## src/rtl/mapache64_pkg.sv

```systemverilog
// rtl/mapache64_pkg.sv - shared types and constants for the mapache64 video/DMA blocks
package mapache64;

  typedef logic [7:0]  data_t;
  typedef logic [11:0] vram_address_t;

  typedef enum logic {
    TGT_OBM = 1'b0,
    TGT_PMF = 1'b1
  } dma_target_t;

  typedef enum logic [1:0] {
    IDLE   = 2'd0,
    PRIME  = 2'd1,
    XFER   = 2'd2,
    FINISH = 2'd3
  } dma_state_t;

  localparam vram_address_t OBM_BASE = 12'h800;
  localparam vram_address_t PMF_BASE = 12'h000;

  localparam int OBM_BYTES_DEFAULT = 256;
  localparam int PMF_BYTES_DEFAULT = 512;

endpackage

```

## src/rtl/obm_dma.sv

```systemverilog
// rtl/obm_dma.sv - work-RAM page to VRAM (OBM or PMF) copy engine
module obm_dma
  import mapache64::*;
#(
  parameter int OBM_BYTES = OBM_BYTES_DEFAULT,
  parameter int PMF_BYTES = PMF_BYTES_DEFAULT
) (
  input  logic          cpu_clk,
  input  logic          rst,
  input  logic          start_i,
  input  dma_target_t   target_i,
  input  logic [7:0]    page_i,
  input  logic          abort_i,
  output logic          busy_o,
  output logic          done_o,
  output logic [15:0]   src_address_o,
  output logic          src_ren_o,
  input  data_t         src_rdata_i,
  output data_t         vram_wdata_o,
  output vram_address_t vram_address_o,
  output logic          vram_wen_o,
  output logic          SELECT_obm_o,
  output logic          SELECT_pmf_o
);

  localparam int MAX_BYTES = (OBM_BYTES > PMF_BYTES) ? OBM_BYTES : PMF_BYTES;
  localparam int CNT_W     = $clog2(MAX_BYTES) + 1;

  typedef logic [CNT_W-1:0] cnt_t;

  localparam cnt_t OBM_LAST = cnt_t'(OBM_BYTES - 1);
  localparam cnt_t PMF_LAST = cnt_t'(PMF_BYTES - 1);

  dma_state_t    state, state_nxt;
  dma_target_t   tgt_q, tgt_nxt;
  logic [7:0]    page_q, page_nxt;
  cnt_t          cnt_q, cnt_nxt;
  cnt_t          last;

  logic          busy_nxt, done_nxt, src_ren_nxt, wen_nxt, sel_obm_nxt, sel_pmf_nxt;
  logic [15:0]   src_addr_nxt;
  vram_address_t vaddr_nxt;
  logic          wen_q, sel_obm_q, sel_pmf_q;

  assign last = (tgt_q == TGT_OBM) ? OBM_LAST : PMF_LAST;

  always_ff @(posedge cpu_clk or negedge rst) begin
    if (!rst) begin
      state          <= IDLE;
      tgt_q          <= TGT_OBM;
      page_q         <= '0;
      cnt_q          <= '0;
      busy_o         <= 1'b0;
      done_o         <= 1'b0;
      src_ren_o      <= 1'b0;
      src_address_o  <= '0;
      vram_address_o <= '0;
      wen_q          <= 1'b0;
      sel_obm_q      <= 1'b0;
      sel_pmf_q      <= 1'b0;
    end else begin
      state          <= state_nxt;
      tgt_q          <= tgt_nxt;
      page_q         <= page_nxt;
      cnt_q          <= cnt_nxt;
      busy_o         <= busy_nxt;
      done_o         <= done_nxt;
      src_ren_o      <= src_ren_nxt;
      src_address_o  <= src_addr_nxt;
      vram_address_o <= vaddr_nxt;
      wen_q          <= wen_nxt;
      sel_obm_q      <= sel_obm_nxt;
      sel_pmf_q      <= sel_pmf_nxt;
    end
  end

  always_comb begin
    state_nxt = state;
    tgt_nxt   = tgt_q;
    page_nxt  = page_q;
    cnt_nxt   = cnt_q;
    unique case (state)
      IDLE: begin
        if (start_i && !abort_i) begin
          state_nxt = PRIME;
          tgt_nxt   = target_i;
          page_nxt  = page_i;
          cnt_nxt   = '0;
        end
      end
      PRIME: state_nxt = abort_i ? IDLE : XFER;
      XFER: begin
        if (abort_i) begin
          state_nxt = IDLE;
        end else if (cnt_q == last) begin
          state_nxt = FINISH;
        end else begin
          cnt_nxt = cnt_q + 1'b1;
        end
      end
      FINISH:  state_nxt = IDLE;
      default: state_nxt = IDLE;
    endcase
  end

  // Outputs are registered, so they are derived from the state being entered.
  always_comb begin
    busy_nxt     = 1'b0;
    done_nxt     = 1'b0;
    src_ren_nxt  = 1'b0;
    wen_nxt      = 1'b0;
    sel_obm_nxt  = 1'b0;
    sel_pmf_nxt  = 1'b0;
    src_addr_nxt = '0;
    vaddr_nxt    = '0;
    unique case (state_nxt)
      PRIME: begin
        busy_nxt     = 1'b1;
        src_ren_nxt  = 1'b1;
        src_addr_nxt = {page_nxt, 8'h00};
      end
      XFER: begin
        busy_nxt     = 1'b1;
        wen_nxt      = 1'b1;
        sel_obm_nxt  = (tgt_nxt == TGT_OBM);
        sel_pmf_nxt  = (tgt_nxt == TGT_PMF);
        vaddr_nxt    = ((tgt_nxt == TGT_OBM) ? OBM_BASE : PMF_BASE) + vram_address_t'(cnt_nxt);
        src_ren_nxt  = (cnt_nxt != last);
        src_addr_nxt = {page_nxt, 8'h00} + 16'(cnt_nxt) + 16'd1;
      end
      FINISH:  done_nxt = 1'b1;
      default: ;
    endcase
  end

  // An abort must suppress the write of the very cycle it is raised in.
  assign vram_wen_o   = wen_q & ~abort_i;
  assign SELECT_obm_o = sel_obm_q & ~abort_i;
  assign SELECT_pmf_o = sel_pmf_q & ~abort_i;
  assign vram_wdata_o = src_rdata_i;

endmodule

```

## config.mk

```make
export PLATFORM = sky130hd
export DESIGN_NAME = obm_dma
export DESIGN_NICKNAME = d
export VERILOG_FILES = /design/src/rtl/mapache64_pkg.sv /design/src/rtl/obm_dma.sv
export SDC_FILE = /design/constraint.sdc
export NUM_CORES = 1
export LEC_CHECK = 0
export CAP_MARGIN = 20
export CORE_ASPECT_RATIO = 0.8
export CORE_MARGIN = 3
export CORE_UTILIZATION = 45
export DETAILED_ROUTE_END_ITERATION = 12
export HOLD_SLACK_MARGIN = 0.12
export PLACE_DENSITY = 0.73
export SLEW_MARGIN = 20
export SYNTH_ARGS = -nofsm -noshare
export SYNTH_HDL_FRONTEND = slang
export SYNTH_SLANG_ARGS = --single-unit
```

## constraint.sdc

```tcl
create_clock -name cpu_clk -period 4.41 [get_ports cpu_clk]
set_input_delay 1.1025 -clock cpu_clk [delete_from_list [all_inputs] [get_ports cpu_clk]]
set_output_delay 1.1025 -clock cpu_clk [all_outputs]
set_load 0.05 [all_outputs]
```

==> impl_results.md <==
- Status: completed
- Ys async rst share: 1.00
- Number of distinct library cells after synthesis: 54
- Buf/Inv on CP: 3
- CTS tree: done
- Clk_lat worst skew: 0.30 ns
- Arrival time worst endpoint: 2.75 ns
- ANT nets after route: 0
- Worst slew pin tran: 0.659 ns
- Max VDD drop: 0.247 mV
- Setup CP Type: primary input to primary output
- Static leakage: 1.48 nW
- CTS sink count: 53
- TritonRoute pass-1 iters: 4
- Core Box Area: 5590 um^2
- Seq cells post-synth: 53
- # resized after CTS: 0
- Syn-to-layout area delta: 23.8%
- Port bufs: 45
- Crit-path leading delay family: buffers and inverters
- Post-route setup TNS: 0 ns
- Fin area: 3290 um^2
- First-pass GRT wire length: 9760 um
- Cell accounting for the most synthesized area: dfrtp_1
- Residual DRC count: 0
- Main synth FF type: dfrtp_1
- FF/Latch Area: between 1000 and 1500 um^2
- Io pins: 63
- Root Buffer: clkbuf_8
- Final GP Congestion: 0.875
- Post-CTS Repair Setup Buffers: 0
- CP Launch Type: primary input
- Slew headroom: 0.561
- CP max stage cell: clkdlybuf4s50_1
- Most frequent cells in the layout: dfrtp_1, clkdlybuf4s50_1, nand2_1, nor2_1, inv_1
- H-tree depth: 2
- Final hold vios: 0
- Die X: 91.9 um
- Initial drt markers: 173
- Largest net degree at the start of global routing: 54
- Power Total: 1.09 mW
- Placed Area: between 3000 and 4000 um^2
- Vias/cell: 5.33
- Clk_skew: 0.00334 ns
- Slew Limit Fails: 0
- CTS Hold Buffers Added: 0
- Vias in the first global route: 1913
- Synth Instances: approximately 250
- Worst-path maximum fanout: 6
- DRT Wirelength: between 5000 and 6000 um
- Cell mode on critical path: clkdlybuf4s50_1
- Critical path required time: 3.31 ns
- CTS Buf Count: 5
- Syn Area/Cell: between 10 and 15 um^2
- Yosys warning total: 0
- Commonest non-fill, non-tap cell in the layout: dfrtp_1
- Max Freq: 259 MHz
- # setup viols final: 0
- Post-synth net total: 279
- Antenna cells: 0
- Starting Density: 0.476
- Share of layout cells above drive strength 1: 0.117
- Die height: ~75 um
- DP HPWL: about 4300 um
- # rows: 24
- Synthesized area: 2660 um^2
- Initial antenna violation count: 0
- Post-synth top area share: 0.499
- Clock period minus worst slack: roughly 3.9 ns
- Crit. End Element: primary output
- Max stage delay on crit path: 0.82 ns
- CP Cell Sequence: clkdlybuf4s50_1 -> buf_4 -> nor2b_1 -> clkdlybuf4s50_1
- Grt ovf: 0
- Gr usage total: 0.184
- Final Cycle Share: 0.874
- Post-synthesis sequential area ratio: 0.499
- Clock transition at path regs: 0.09 ns
- RSZ-0062 raised after global routing: no
- P per Cell Area: 332 nW/um^2
- Layout net count: 328
- Die Footprint: between 6000 and 7000 um^2
- Via count: 2015
- Maxcap violations: 0
- Multi-input logic area: approximately 1200 um^2
- Fill count: 478
- Max Root-Sink Buffers: 2
- Ranking of synthesized cells by area: dfrtp_1, nand2_1, ha_1
- Number of synthesized flops with an enable pin: 0
- Hold WC Path Type: flip-flop to flip-flop
- DR WL/cell: 15.9 um
## per-layer routing
layer  share of wire  vias up  track usage
met2            0.43       87        0.261
met4           0.014        0       0.0560
li1                -      960            -
met3           0.065       11       0.0450
met5               0        -            0
met1            0.49      957        0.278
## registers in the layout, indices dropped and copies added (netlist names)
register / count
src_address_o: 16
vram_address_o: 11
cnt_q: 10
page_q: 8
state: 2
busy_o: 1
done_o: 1
sel_pmf_q: 1
src_ren_o: 1
tgt_q: 1
wen_q: 1
## kinds of logic (layout without fill, tap and decap cells)
kind of cell / after synthesis / after routing / synth area share
adder cells (fa/ha/maj): 7 / 7 / 0.0330
AO/OA/AOI/OAI: 38 / 38 / 0.113
flip-flops: 53 / 53 / 0.499
XOR/XNOR: 14 / 14 / 0.0490
other: 1 / 1 / 0.00141
multiplexers: 8 / 8 / 0.0301
AND/OR/NAND/NOR: 101 / 101 / 0.219
buffers and inverters: 29 / 78 / 0.0556
## cell usage after synthesis (2+ instances only)
library cell / count
dfrtp_1: 53
inv_1: 13
a31o_2: 2
nand4_1: 2
nor3b_1: 2
nor4_2: 2
and2_1: 5
a21oi_1: 8
nand3_1: 8
nor2_1: 22
and3_1: 7
mux2i_1: 8
o21ai_0: 5
nand2_1: 26
ha_1: 7
xnor2_1: 6
nor2b_1: 5
or3_1: 2
a21o_1: 2
xor2_1: 7
nor3_1: 7
buf_4: 10
a31oi_1: 6
a41oi_1: 3
clkbuf_1: 4
## worst paths after layout
| path | slack (ns) | depth (start not counted) | to | start |
|---|---|---|---|---|
| setup / recovery | 0.55 | 4 | vram_wen_o | abort_i |
| hold / removal | 0.54 | 2 | page_q[7] | page_q[7] |
| setup reg to reg | 1.21 | 11 | src_address_o[14] | cnt_q[0] |
| max in group asynchronous | 3.06 | 2 | state[0] | rst |
| min in group asynchronous | 0.90 | 2 | cnt_q[5] | rst |
| hold reg to reg | 0.54 | 2 | page_q[7] | page_q[7] |
## where the power goes
part           total [mW]  switching (mW)  internal (mW)
Sequential          0.554          0.0268          0.527
Combinational       0.264           0.174         0.0893
Clock               0.274           0.149          0.125
## tightest hold or removal path, delay by kind of cell, from the launching register on
kind / cells / cell delay [ns]
flops: 1 / 0.33
simple gates: 2 / 0.17
## cell type report
cell class              instances  area share
flip-flops and latches         53       0.403
repair buffers                 57       0.163
clock buffers                   7      0.0262
multi-input cells             169       0.362
well taps                      78      0.0297
inverters                      14      0.0160
## per-stage QoR
stage / setup WS (ns) / util / hold slack, ns / instances
after floorplan: 0.916 / - / 0.466 / 251
after global placement: 0.464 / 0.573 / 0.506 / 371
after detailed placement: 0.460 / 0.573 / 0.521 / 371
after CTS: 0.567 / 0.589 / 0.541 / 378
after global routing: 0.488 / 0.589 / 0.592 / 378
final: 0.554 / 0.589 / 0.540 / 378
(Power assumes the default switching activity.)
